File: src/rtl/lcd_ctrl_pkg.sv
// Shared types and helpers for the HD44780-style LCD write controller.
// Optional feature macro: LCD_LONG_EXEC_EN (long execution wait for clear/home).
package lcd_ctrl_pkg;

    typedef enum logic [2:0] {
        IDLE,
        SETUP,
        PULSE,
        HOLD,
        WAIT
    } state_t;

    localparam logic [7:0] CMD_CLEAR = 8'h01;
    localparam logic [7:0] CMD_HOME  = 8'h02;

    // Clear (0x00/0x01) and return home (0x02/0x03) need the long execution time.
    function automatic logic is_long_cmd(input logic rs, input logic [7:0] data_byte);
        return !rs && ((data_byte[7:1] == CMD_CLEAR[7:1]) ||
                       (data_byte[7:1] == CMD_HOME[7:1]));
    endfunction

    function automatic int unsigned max_cyc(input int unsigned a, input int unsigned b);
        return (a > b) ? a : b;
    endfunction

endpackage

File: src/rtl/lcd_ctrl_timer.sv
// Loadable down-counter with a done flag; stops at zero and never wraps.
module lcd_ctrl_timer #(
    parameter int unsigned WIDTH = 7
) (
    input  logic             clk,
    input  logic             rst,
    input  logic             load,
    input  logic [WIDTH-1:0] load_val,
    output logic             done
);

    logic [WIDTH-1:0] count;

    // Load has priority; otherwise count down until zero and hold there.
    always_ff @(posedge clk or posedge rst) begin
        if (rst) begin
            count <= '0;
        end else if (load) begin
            count <= load_val;
        end else if (count != '0) begin
            count <= count - WIDTH'(1);
        end
    end

    assign done = (count == '0);

endmodule

File: src/rtl/lcd_ctrl.sv
// Write-only 8-bit parallel controller for an HD44780-style character LCD.
// Accepts a 9-bit {RS, byte} word on valid/ready, emits one timed E pulse,
// then waits out the LCD execution time before becoming ready again.
// Optional feature macro: LCD_LONG_EXEC_EN (clear/home use LONG_EXEC_CYC).
module lcd_ctrl
    import lcd_ctrl_pkg::*;
#(
    parameter int unsigned SETUP_CYC     = 2,
    parameter int unsigned EN_CYC        = 4,
    parameter int unsigned HOLD_CYC      = 2,
    parameter int unsigned EXEC_CYC      = 8,
    parameter int unsigned LONG_EXEC_CYC = 40
) (
    input  logic       clk,
    input  logic       rst,
    input  logic [8:0] data,
    input  logic       data_valid,
    output logic       ready,
    output logic       lcd_rs,
    output logic [7:0] lcd_data,
    output logic       lcd_enable
);

    localparam int unsigned MAX_CYC = max_cyc(max_cyc(max_cyc(SETUP_CYC, EN_CYC),
                                                      max_cyc(HOLD_CYC, EXEC_CYC)),
                                              LONG_EXEC_CYC);
    localparam int unsigned CW = $clog2(MAX_CYC) + 1;

    // Each phase loads N-1: the counter is done on the Nth edge spent in the phase.
    localparam logic [CW-1:0] SETUP_LD = CW'(SETUP_CYC - 1);
    localparam logic [CW-1:0] EN_LD    = CW'(EN_CYC - 1);
    localparam logic [CW-1:0] HOLD_LD  = CW'(HOLD_CYC - 1);
    localparam logic [CW-1:0] EXEC_LD  = CW'(EXEC_CYC - 1);
    localparam logic [CW-1:0] LONG_LD  = CW'(LONG_EXEC_CYC - 1);

    state_t          state, state_next;
    logic            ready_next;
    logic            rs_next;
    logic [7:0]      data_next;
    logic            en_next;
    logic            t_load;
    logic [CW-1:0]   t_val;
    logic            t_done;
    logic [CW-1:0]   wait_ld;

    lcd_ctrl_timer #(
        .WIDTH (CW)
    ) u_timer (
        .clk      (clk),
        .rst      (rst),
        .load     (t_load),
        .load_val (t_val),
        .done     (t_done)
    );

    // Execution wait length, chosen from the latched word (lcd_rs/lcd_data).
    always_comb begin
        wait_ld = EXEC_LD;
`ifdef LCD_LONG_EXEC_EN
        if (is_long_cmd(lcd_rs, lcd_data)) begin
            wait_ld = LONG_LD;
        end
`endif
    end

    // State register and registered outputs.
    always_ff @(posedge clk or posedge rst) begin
        if (rst) begin
            state      <= IDLE;
            ready      <= 1'b0;
            lcd_rs     <= 1'b0;
            lcd_data   <= 8'h00;
            lcd_enable <= 1'b0;
        end else begin
            state      <= state_next;
            ready      <= ready_next;
            lcd_rs     <= rs_next;
            lcd_data   <= data_next;
            lcd_enable <= en_next;
        end
    end

    // Next-state and next-output logic; every phase reloads the timer on exit.
    always_comb begin
        state_next = state;
        ready_next = ready;
        rs_next    = lcd_rs;
        data_next  = lcd_data;
        en_next    = lcd_enable;
        t_load     = 1'b0;
        t_val      = '0;

        case (state)
            IDLE: begin
                if (ready && data_valid) begin
                    rs_next    = data[8];
                    data_next  = data[7:0];
                    ready_next = 1'b0;
                    t_load     = 1'b1;
                    t_val      = SETUP_LD;
                    state_next = SETUP;
                end else begin
                    ready_next = 1'b1;
                end
            end
            SETUP: begin
                if (t_done) begin
                    en_next    = 1'b1;
                    t_load     = 1'b1;
                    t_val      = EN_LD;
                    state_next = PULSE;
                end
            end
            PULSE: begin
                if (t_done) begin
                    en_next    = 1'b0;
                    t_load     = 1'b1;
                    t_val      = HOLD_LD;
                    state_next = HOLD;
                end
            end
            HOLD: begin
                if (t_done) begin
                    t_load     = 1'b1;
                    t_val      = wait_ld;
                    state_next = WAIT;
                end
            end
            WAIT: begin
                if (t_done) begin
                    ready_next = 1'b1;
                    state_next = IDLE;
                end
            end
            default: begin
                en_next    = 1'b0;
                state_next = IDLE;
            end
        endcase
    end

endmodule

File: config.mk
export PLATFORM = sky130hd
export DESIGN_NAME = lcd_ctrl
export DESIGN_NICKNAME = d
export VERILOG_FILES = /design/src/rtl/lcd_ctrl_pkg.sv /design/src/rtl/lcd_ctrl_timer.sv /design/src/rtl/lcd_ctrl.sv
export SDC_FILE = /design/constraint.sdc
export NUM_CORES = 1
export LEC_CHECK = 0
export CAP_MARGIN = 0
export CORE_MARGIN = 3
export CORE_UTILIZATION = 54
export DETAILED_ROUTE_END_ITERATION = 8
export DONT_BUFFER_PORTS = 1
export GPL_TIMING_DRIVEN = 0
export PLACE_DENSITY = 0.72
export SKIP_LAST_GASP = 1
export SLEW_MARGIN = 0
export SYNTH_ARGS = -nofsm -noshare
export SYNTH_HDL_FRONTEND = slang
export SYNTH_SLANG_ARGS = --single-unit
File: constraint.sdc
create_clock -name clk -period 1.6 [get_ports clk]
set_clock_uncertainty 0.15 [all_clocks]
set_input_delay 0.24 -clock clk [delete_from_list [all_inputs] [get_ports clk]]
set_output_delay 0.24 -clock clk [all_outputs]
set_load 0.01 [all_outputs]
==> metrics.yaml <==
run_status: "finished, violations left"
violations: "setup timing"
min_period_over_period_pct: 110
insertedDiodeCount: 0
vias_per_cell: 5.90
post-layout-total-power_mw: 2.49
net_switching_share_of_the_total_power_pct: 39.6
yosysWarnings: 0
worst_setup_hold_path_clk_slew_ps: 120
die_h_um: 50.2
cts_root_buf: "clkbuf_4"
syn-cell-area_mm2: 0.00106
worstSkewPairLatency_ps: 310
worst_path_fanout_max: 7
cts.htree.levels: 1
hold_path.class: "in -> reg"
preCtsSetupSlack_ps: -256
finalHoldViolCount: 0
seq_power_share_pct: 44.9
final_layout_size_suffix_gt1_share_pct: 44.5
tightestPinTransition_ps: 769
yosysSeqAreaShare_pct: 49.8
p_switching_mw: 0.986
grt_overflow_total: 0
drtAntennaViolNets: 0
stdcell_count: 144
vias: 849
postSynthCellCount: 91
detailedRoute.firstPassIterationCount: 4
synth_nets: 105
die_w_um: 50.2
design.final.nets: 134
worstPathArrival_ps: 1820
timing_max_transition_violations_final: 0
end_kind: "flip-flop"
post-synth-top-area-fraction_pct: 49.8
timing_worst_setup_path_type: "reg -> reg"
finalSetupTns_ps: -1220
placed_cells_incl_taps: 116
drt_iter0_drc: 23
startpoint_types: "flip-flop"
grt_first_pass_wirelength_um: 4080
rows: 15
netlist-cell-type-count: 36
wl_um: 2560
gp_congestion: 0.795
ys_seq_elements: 21
start_util_pct: 59.2
fin_util_pct: 81.4
slew_headroom_pct: 48.7
post-route-drc-count: 0
combinationalPowerShare_pct: 44.6
dp_hpwl_um: 1410
report.final.setup_viol: 15
route.detailed.wl_per_inst_um: 17.8
post-route-min-period_ps: 1760
grt_usage_pct: 21.4
cts_inserted_buffers: 3
fp.coreArea_mm2: 0.00178
p_clk_share_pct: 10.5
post_synth_main_area_contributors: "dfrtp_1, mux2_2, inv_1"
antenna_found_initial: 0
cell_internal_pwr_mw: 1.51
die-area_mm2: 0.00252
fmax_mhz: 568
tritoncts_clock_tree: "done"
synth.avg_cell_area_um2: 11.6
timing.critical_path.required_ps: 1660
yosysMostFrequentCell: "dfrtp_1"
synth_edf_count: 0
rsz0062_at_grt: "yes"
placement.io_buffers: 0
yosys.area.top_type: "dfrtp_1"
grt_max_degree: 22
grt_pass1_vias: 879
finalInstanceArea_mm2: 0.00145
irDropWorstVdd_uv: 1100
static-leakage-power_nw: 0.644
cts-root-to-sink-buffers: 2
yosys-top-cells-count: "dfrtp_1, mux2_2, inv_1, nor2_1"
max_cap_violations: 0
p_per_area_mw_per_mm2: 1720
cts_sinks: 21
i_o_pin_cnt: 23
dominantRegCellSynth: "dfrtp_1"
hold_slack_ps: 143
postPlaceCellArea_mm2: 0.00112
async_flop_share_pct: 100
area.growth.synth_to_final_pct: 37.4
post_route_setup_slack_ps: -161
## cell families (layout without fill, tap and decap cells)
logic type,after synthesis,count (layout),synth area share [%]
AOI/OAI and AO/OA,18,18,13.0
and+or+nand+nor,25,25,16.6
buffers and inverters,12,40,5.09
DFF,21,21,49.8
adders and majority gates,2,2,2.37
xor gates and xnor gates,3,3,2.49
muxes,10,10,10.7
## power by group through the flow
stage	clock [mW]	combinational (mW)	sequential, mW
finish	0.262	1.11	1.12
global route	0.280	1.21	1.15
CTS	0.253	0.952	1.05
detailed placement	0	0.810	1.05
global placement	0	0.793	1.04
floorplan	0	0.701	0.994
## per-layer routing
layer	part of all wire, %	vias up	GRT usage, %
li1	-	384	-
met1	43	436	26.6
met2	52	24	38.3
met3	3.7	5	3.26
met4	1.3	0	5.53
met5	0	-	0
## state kept, by name (all words and copies together) (netlist names)
name,flops
lcd_data,8
state,3
lcd_rs,1
u_timer.count,7
lcd_enable,1
ready,1
## final cells by class
cell class                      instances  area (um^2)
Clock buffer                            4         26.3
Inverter                                7         26.3
Buffer                                  3         33.8
Timing Repair Buffer                   26          231
Sequential cell                        21          529
Multi-Input combinational cell         58          573
Fill cell                              94          332
Tap cell                               25         31.3
## cells in the final DEF, fill, tap and decap left out, types with 2 or more instances in the layout
cell type / netlist / final
dfrtp_1: 21 / 18
buf_4: 0 / 13
dlygate4sd3_1: 0 / 10
mux2_4: 0 / 7
nor2_1: 7 / 6
inv_1: 7 / 5
mux2_2: 10 / 3
clkbuf_4: 0 / 3
dfrtp_2: 0 / 3
buf_6: 1 / 3
buf_8: 0 / 2
nand3_1: 2 / 2
clkbuf_1: 3 / 2
nor2b_1: 2 / 2
a21oi_1: 3 / 2
o21ai_0: 3 / 2
inv_2: 0 / 2
xnor2_1: 2 / 2
nor3_2: 0 / 2
## final timing paths
| check | start | endpoint | slack [ps] | depth (start not counted) |
|---|---|---|---|---|
| min reg2reg | lcd_data[1]$_DFFE_PP0P_ | lcd_data[1]$_DFFE_PP0P_ | 450 | 1 |
| max | u_timer.count[1]$_DFFE_PP0P_ | state[2]$_DFFE_PP0P_ | -160 | 8 |
| min | data_valid | u_timer.count[1]$_DFFE_PP0P_ | 140 | 3 |
| min in group asynchronous | rst | u_timer.count[6]$_DFFE_PP0P_ | 350 | 2 |
| max in group asynchronous | rst | state[0]$_DFFE_PP0P_ | 430 | 2 |
| max reg2reg | u_timer.count[1]$_DFFE_PP0P_ | state[2]$_DFFE_PP0P_ | -160 | 8 |
## what timing repair did
item | CTS | global route
setup buffers | 9 | 8
hold buffers | 10 | 0
resized for setup | 13 | 14
hold endpoints to repair | 30 | 0
pin swaps | 5 | 6
setup endpoints to repair | 21 | 21
cloned | 0 | 0
## worst max-delay path, stage by stage, from the launching register on
cell and delay, ps:
dfrtp_1 440, inv_2 90, ha_4 130, nor4b_4 230, buf_4 190, and2_4 140, buf_8 120, buf_4 110
o21ai_2 50
Power figures use the tool's default switching activity.
